[src/rtl/adder_chk_delay.sv]
`default_nettype none
// ============================================================================
//  Module      : adder_chk_delay
//  Description : Fixed-depth shift register carrying a valid flag and a data
//                word, with an "empty" flag that is high when no stage holds
//                a valid entry.
//  Revision    : 1.0 - initial release
// ============================================================================
module adder_chk_delay #(
    parameter int DW    = 9,
    parameter int DEPTH = 3
) (
    input  logic          clk,
    input  logic          resetn,
    input  logic          in_valid,
    input  logic [DW-1:0] in_data,
    output logic          out_valid,
    output logic [DW-1:0] out_data,
    output logic          empty
);

    logic [DEPTH-1:0] valid_sr;
    logic [DW-1:0]    data_sr [DEPTH];

    // Shift valid and data one stage per clock; reset discards all entries
    always_ff @(posedge clk or negedge resetn) begin
        if (!resetn) begin
            valid_sr <= '0;
            for (int i = 0; i < DEPTH; i++) begin
                data_sr[i] <= '0;
            end
        end else begin
            valid_sr[0] <= in_valid;
            data_sr[0]  <= in_data;
            for (int i = 1; i < DEPTH; i++) begin
                valid_sr[i] <= valid_sr[i-1];
                data_sr[i]  <= data_sr[i-1];
            end
        end
    end

    assign out_valid = valid_sr[DEPTH-1];
    assign out_data  = data_sr[DEPTH-1];
    assign empty     = ~|valid_sr;

endmodule
`default_nettype wire

[config.mk]
export PLATFORM = sky130hd
export DESIGN_NAME = adder_chk_delay
export DESIGN_NICKNAME = d
export VERILOG_FILES = /design/src/rtl/adder_chk_delay.sv
export SDC_FILE = /design/constraint.sdc
export NUM_CORES = 1
export LEC_CHECK = 0
export BUFFER_PORTS_ARGS = -buffer_cell sky130_fd_sc_hd__buf_2
export CORE_AREA = 2 2 46 48
export CTS_CLUSTER_DIAMETER = 30
export DETAILED_ROUTE_END_ITERATION = 6
export DIE_AREA = 0 0 48 50
export PLACE_DENSITY_LB_ADDON = 0.1
export SLEW_MARGIN = 20
export SYNTH_ARGS = -nofsm -noshare
export SYNTH_HDL_FRONTEND = slang
export SYNTH_SLANG_ARGS = --single-unit
[constraint.sdc]
create_clock -name clk -period 1 [get_ports clk]
set_input_delay 0.1 -clock clk [delete_from_list [all_inputs] [get_ports clk]]
set_output_delay 0.1 -clock clk [all_outputs]
set_load 0.02 [all_outputs]
---- Yosys cells after proc, flatten, opt, wreduce, memory -nomap -nowiden ----
Index checks and enable logic that the tools add are counted.
word-level totals
  logic and storage cells ................. 6
  register bits after elaboration ......... 30
cells by class
  reductions and logical operators ........ 2
operators by type and width
  operator         number
  $reduce_or 3->1  1
  $logic_not 1->1  1

---- Depth between registers and ports, before layout ----
Gate-level depths: netlist (run 1).
  depth in word-level cells ............... 2
  gate-level depth with buffers ........... 1

---- Worst setup path after synthesis (run 1) ----
Ideal clock, no wire load.
  kind .................................... reg2out
  start ................................... register valid_sr[2]
  end ..................................... output port empty
  slack ................................... 0.153 ns
  path buffers ............................ 0
  stages on the path, launching flop included .. 2
  arrival time ............................ 0.747 ns
  path through ............................ dfrtp_1 nor3_2
on the way
  word-level cells in the longest chain between the ends .. 2
ends and longest elaborated chain
  item                               line  text
  from (decl)                        22    logic [DEPTH-1:0] valid_sr;
  from (signal, indexed assignment)  36    valid_sr[i] <= valid_sr[i-1];
  $reduce_or 3->1                    44    assign empty = ~|valid_sr;
  $logic_not 1->1                    44
  to (decl)                          19    output logic empty
Every way passes these cells.

---- Worst setup path in the final report (run 1) ----
  start ................................... register valid_sr[1]
  end ..................................... output port empty
Same word-level chain as after synthesis.

==> results.toml, run 1 <==
[floorplan]
num_rows = 16
initial_core_util_pct = 43.6
die-area_um2 = 2400
dieHeight_um = 50
core-area_um2 = 1900
die_x_um = 48
io_pins = 23

[worst_setup_path]
crit_family = "flip-flops"
crit_path_end_kind = "primary output"
slowest_stage = "dfrtp_1"
path_max_fanout = 2
reg2reg_slack_ps = 490
cpPeakStageDelay_ps = 400
path_class = "flip-flop to primary output"
cp.required_ps = 900
worst_ep_arrival_time_ps = 1030
start_kind = "flip-flop"
worst-path-buf-inv = 1
path_cells = "nor3_2 -> buf_4"

[run_status]
violations = "setup timing"
status = "complete, but fails checks"

[placed_design]
io_buffer_count = 22
placed_cells = 81
hpwl_um = 758
dpl_cell_area_um2 = 925
place_congestion = 0.657

[clock_tree]
cts_tree = "built"
clk_pin_slew_ps = 90
cts_setup_buffers = 0
cts-root-buf = "clkbuf_4"
htree_levels = 2
cts_buffers = 5
worstSkewPairLatency_ps = 310
clockBufferDepth = 2
clkSinkCount = 30

[final_layout]
mostFrequentLayoutCell = "dfrtp_1"
n_antenna_cell = 0
layout_common_cells = "dfrtp_1, buf_2, dlygate4sd3_1"
final_nets = 84
fin_cells = 100
fillers = 155
stdcell_area_um2 = 1100
drive_gt1_share_pct = 42.5
final_util_pct = 58.0
multiInputGateArea_um2 = 10.0
seq_area_um2 = 751
area_delta_synth_final_pct = 33.2

[logic_synthesis]
ys_seq_elements = 30
synthesis.instances = 40
synth_cell_types = 3
yosysTopAreaCell = "dfrtp_1"
synth_area_um2 = 828
synth.area.top_cells = "dfrtp_1, buf_4, nor3_2"
yosys_warnings = 0
syn_nets = 52
synth.avg_cell_area_um2 = 20.7
synth_seq_area_share_pct = 90.6
synth_top_area_share_pct = 90.6

[pwr]
fin_total_pwr_w = 0.00213
max-vdd-ir-drop_uv = 1030
power_leakage_nw = 0.532
power.density_nw_per_um2 = 1930

[sta]
worst_slew_pin_slew_ps = 358
finalHoldViolations = 0
max_slew_margin_pct = 76.1
setup_viol = 1
fin_worst_skew_ps = 9.40
period_share_pct = 113
rsz0062_at_grt = "yes"
setup_slack_ps = -131
max_freq_ghz = 0.884
min_period_ps = 1130
slew_viol_final = 0

[drt]
num_vias = 388
ant_nets = 0
first_pass_iters = 2
viasPerCell = 3.88
wl_um = 1020
drc = 0
drt-initial-drc-count = 1
wl_per_cell_um = 10.2

[global_routing]
track_usage_pct = 11.7
overflow = 0
grt_max_degree = 17
grt_pass1_vias = 450
antenna_found_initial = 0
grt_pass1_wl_um = 1790

[worst_hold_path]
hp-class = "input pin to asynchronous set/reset pin"

[run]
max_cap_viol_count = 0
[through the flow]
stage	TNS [ps]	hold WS, ps	worst slack (ps)
floorplan	0	-196	153
finish	-131	225	-131
CTS	-155	224	-155
detailed placement	0	31.0	190
global route	-193	261	-193
global placement	0	13.2	200
[synth_stat cells]
master / count
dfrtp_1: 30
nor3_2: 1
buf_4: 9
[sequential cells by signal (all words and copies together), names as in the netlist]
| register | cells |
|---|---|
| out_data | 9 |
| valid_sr | 3 |
| data_sr | 18 |
[cell type report]
class | instances | share of cell area (%)
Clock buffer | 7 | 4.99
Tap cell | 27 | 3.06
Clock inverter | 1 | 0.454
Sequential cell | 30 | 68.0
Multi-Input combinational cell | 1 | 0.907
Timing Repair Buffer | 34 | 22.6
[per-layer routing]
layer | GRT usage [%] | routed length [µm] | vias up
li1 | - | - | 177
met3 | 5.49 | 94 | 3
met1 | 11.5 | 375 | 186
met2 | 18.2 | 529 | 22
met4 | 8.11 | 23 | 0
met5 | 0 | 0 | -
[report_power, final]
group | total [W] | internal (W) | switching, W
sequential | 0.00129 | 0.00127 | 0.0000184
combinational | 0.000138 | 0.0000695 | 0.0000689
clock | 0.000697 | 0.000340 | 0.000357
total | 0.00213 | 0.00168 | 0.000444
[kinds of logic after synthesis]
| group | count (synthesis) | synth area share, % |
|---|---|---|
| buffers and inverters | 9 | 8.16 |
| flip-flops | 30 | 90.6 |
| AND/OR/NAND/NOR | 1 | 1.21 |
[worst paths after layout]
kind,from,end,depth (start not counted)
min in group clk,data_sr[25],data_sr[16],0
max,valid_sr[1],empty,2
min reg2reg,data_sr[25],data_sr[16],0
max reg2reg,valid_sr[0],valid_sr[1],0
min,resetn,data_sr[16],2
max in group asynchronous,resetn,out_data[3],3
[what timing repair did]
item	4_1_cts	5_1_grt
endpoints found under the hold margin	40	0
setup endpoints to repair	1	2
gates resized for setup	1	2
hold buffers	11	0
No activity file was read; power rests on OpenSTA's default activity.
==> run 2: changes to the inputs <==
- CAP_MARGIN: not set -> 20
- REMOVE_ABC_BUFFERS: not set -> 1
- SKIP_LAST_GASP: not set -> 1
==> results.toml, run 2 (synthesized netlist as in run 1, its figures left out) <==
[final_layout]
mostFrequentLayoutCell = "dfrtp_1"
largest-register = "data_sr"
final_nets = 85
largest_register_ffs = 18
drive_gt1_share_pct = 44.6
layout_common_cells = "dfrtp_1, buf_2, dlygate4sd3_1"
n_antenna_cell = 0
area_delta_synth_final_pct = 37.2

[pwr]
max-vdd-ir-drop_uv = 1220
fin_total_pwr_w = 0.00228
power.density_nw_per_um2 = 2010
power_leakage_nw = 0.548

[floorplan]
initial_core_util_pct = 43.6
num_rows = 16
core-area_um2 = 1900
die_x_um = 48
dieHeight_um = 50
die-area_um2 = 2400
io_pins = 23

[sta]
finalHoldViolations = 0
period_share_pct = 114
max_freq_ghz = 0.880
whs_ps = 224
max_slew_margin_pct = 75.4
min_period_ps = 1140
fin_worst_skew_ps = 5.89
slew_viol_final = 0
rsz0062_at_grt = "yes"
setup_viol = 1
worst_slew_pin_slew_ps = 370
setup_slack_ps = -137

[clock_tree]
cts_tree = "built"
htree_levels = 2
cts-root-buf = "clkbuf_4"
clk_pin_slew_ps = 90
clkSinkCount = 30
cts_buffers = 5
clockBufferDepth = 2
worstSkewPairLatency_ps = 310

[global_routing]
overflow = 0
antenna_found_initial = 0
grt_pass1_wl_um = 1770
use_met1_pct = 10.3
met3_usage_pct = 8.79
grtUsageMet2_pct = 18.4
grt_pass1_vias = 434
track_usage_pct = 11.8
grt_most_used_layer = "met2"
grt_max_degree = 17

[drt]
first_pass_iters = 1
drt-initial-drc-count = 0
wl_um = 1040
viasPerCell = 3.85
wl_per_cell_um = 10.3
ant_nets = 0
num_vias = 389
drc = 0

[run]
max_cap_viol_count = 0

[worst_setup_path]
worst_ep_arrival_time_ps = 1040
path_max_fanout = 2
crit_path_end_kind = "primary output"
rr_startpoint = "valid_sr[1]"
start_kind = "flip-flop"
cp.required_ps = 900
critPathLaunch = "valid_sr[1]"
path_class = "flip-flop to primary output"

[placed_design]
place_congestion = 0.615
io_buffer_count = 22
hpwl_um = 681

[worst_hold_path]
hp-class = "input pin to asynchronous set/reset pin"

[run_status]
violations = "setup timing"
status = "complete, but fails checks"
run 2: layout make-up:
| class | instances | area (µm²) |
|---|---|---|
| fillers | 159 | 766 |
| flip-flops and latches | 30 | 751 |
| repair buffers | 35 | 263 |
| clock buffers | 8 | 78.8 |
| well taps | 27 | 33.8 |
| multi-input cells | 1 | 10.0 |
run 2: path summary, 6_finish.rpt:
check / depth (start not counted) / slack (ps) / endpoint
min reg2reg: 0 / 350 / out_data[8]
max in group asynchronous: 3 / 380 / out_data[2]
min: 2 / 220 / data_sr[9]
max: 2 / -140 / empty
max reg2reg: 1 / 380 / valid_sr[2]
min in group clk: 0 / 350 / out_data[8]
run 2: metrics by stage:
stage	setup TNS [ps]	area, µm²	instances	utilization, %	worst slack [ps]
3_5_place_dp	0	925	81	48.6	167
3_3_place_gp	0	925	81	48.6	203
6_report	-137	1140	101	59.7	-137
2_1_floorplan	0	761	31	-	153
5_1_grt	-236	1140	101	59.7	-220
4_1_cts	-167	1120	101	59.1	-167
run 2: power by group:
part	leakage, nW	internal [W]	switching [W]
Combinational	0.154	0.0000744	0.0000702
Clock	0.0446	0.000480	0.000369
Sequential	0.350	0.00127	0.0000178
run 2: repair_timing:
item | CTS | global route
hold buffers | 11 | 0
setup buffers | 1 | 0
resized for setup | 1 | 4
setup endpoints to repair | 1 | 3
hold endpoints to repair | 40 | 0
run 2: worst max-delay path, cell delays in order, from the launching register on:
cell,delay (ps)
dfrtp_1,390
nor3_2,180
buf_4,160
run 2: metal layers:
layer | vias to the layer above | share of wire, %
met5 | - | 0
met4 | 0 | 2.4
met3 | 4 | 10
met2 | 21 | 49
met1 | 186 | 38
li1 | 178 | -
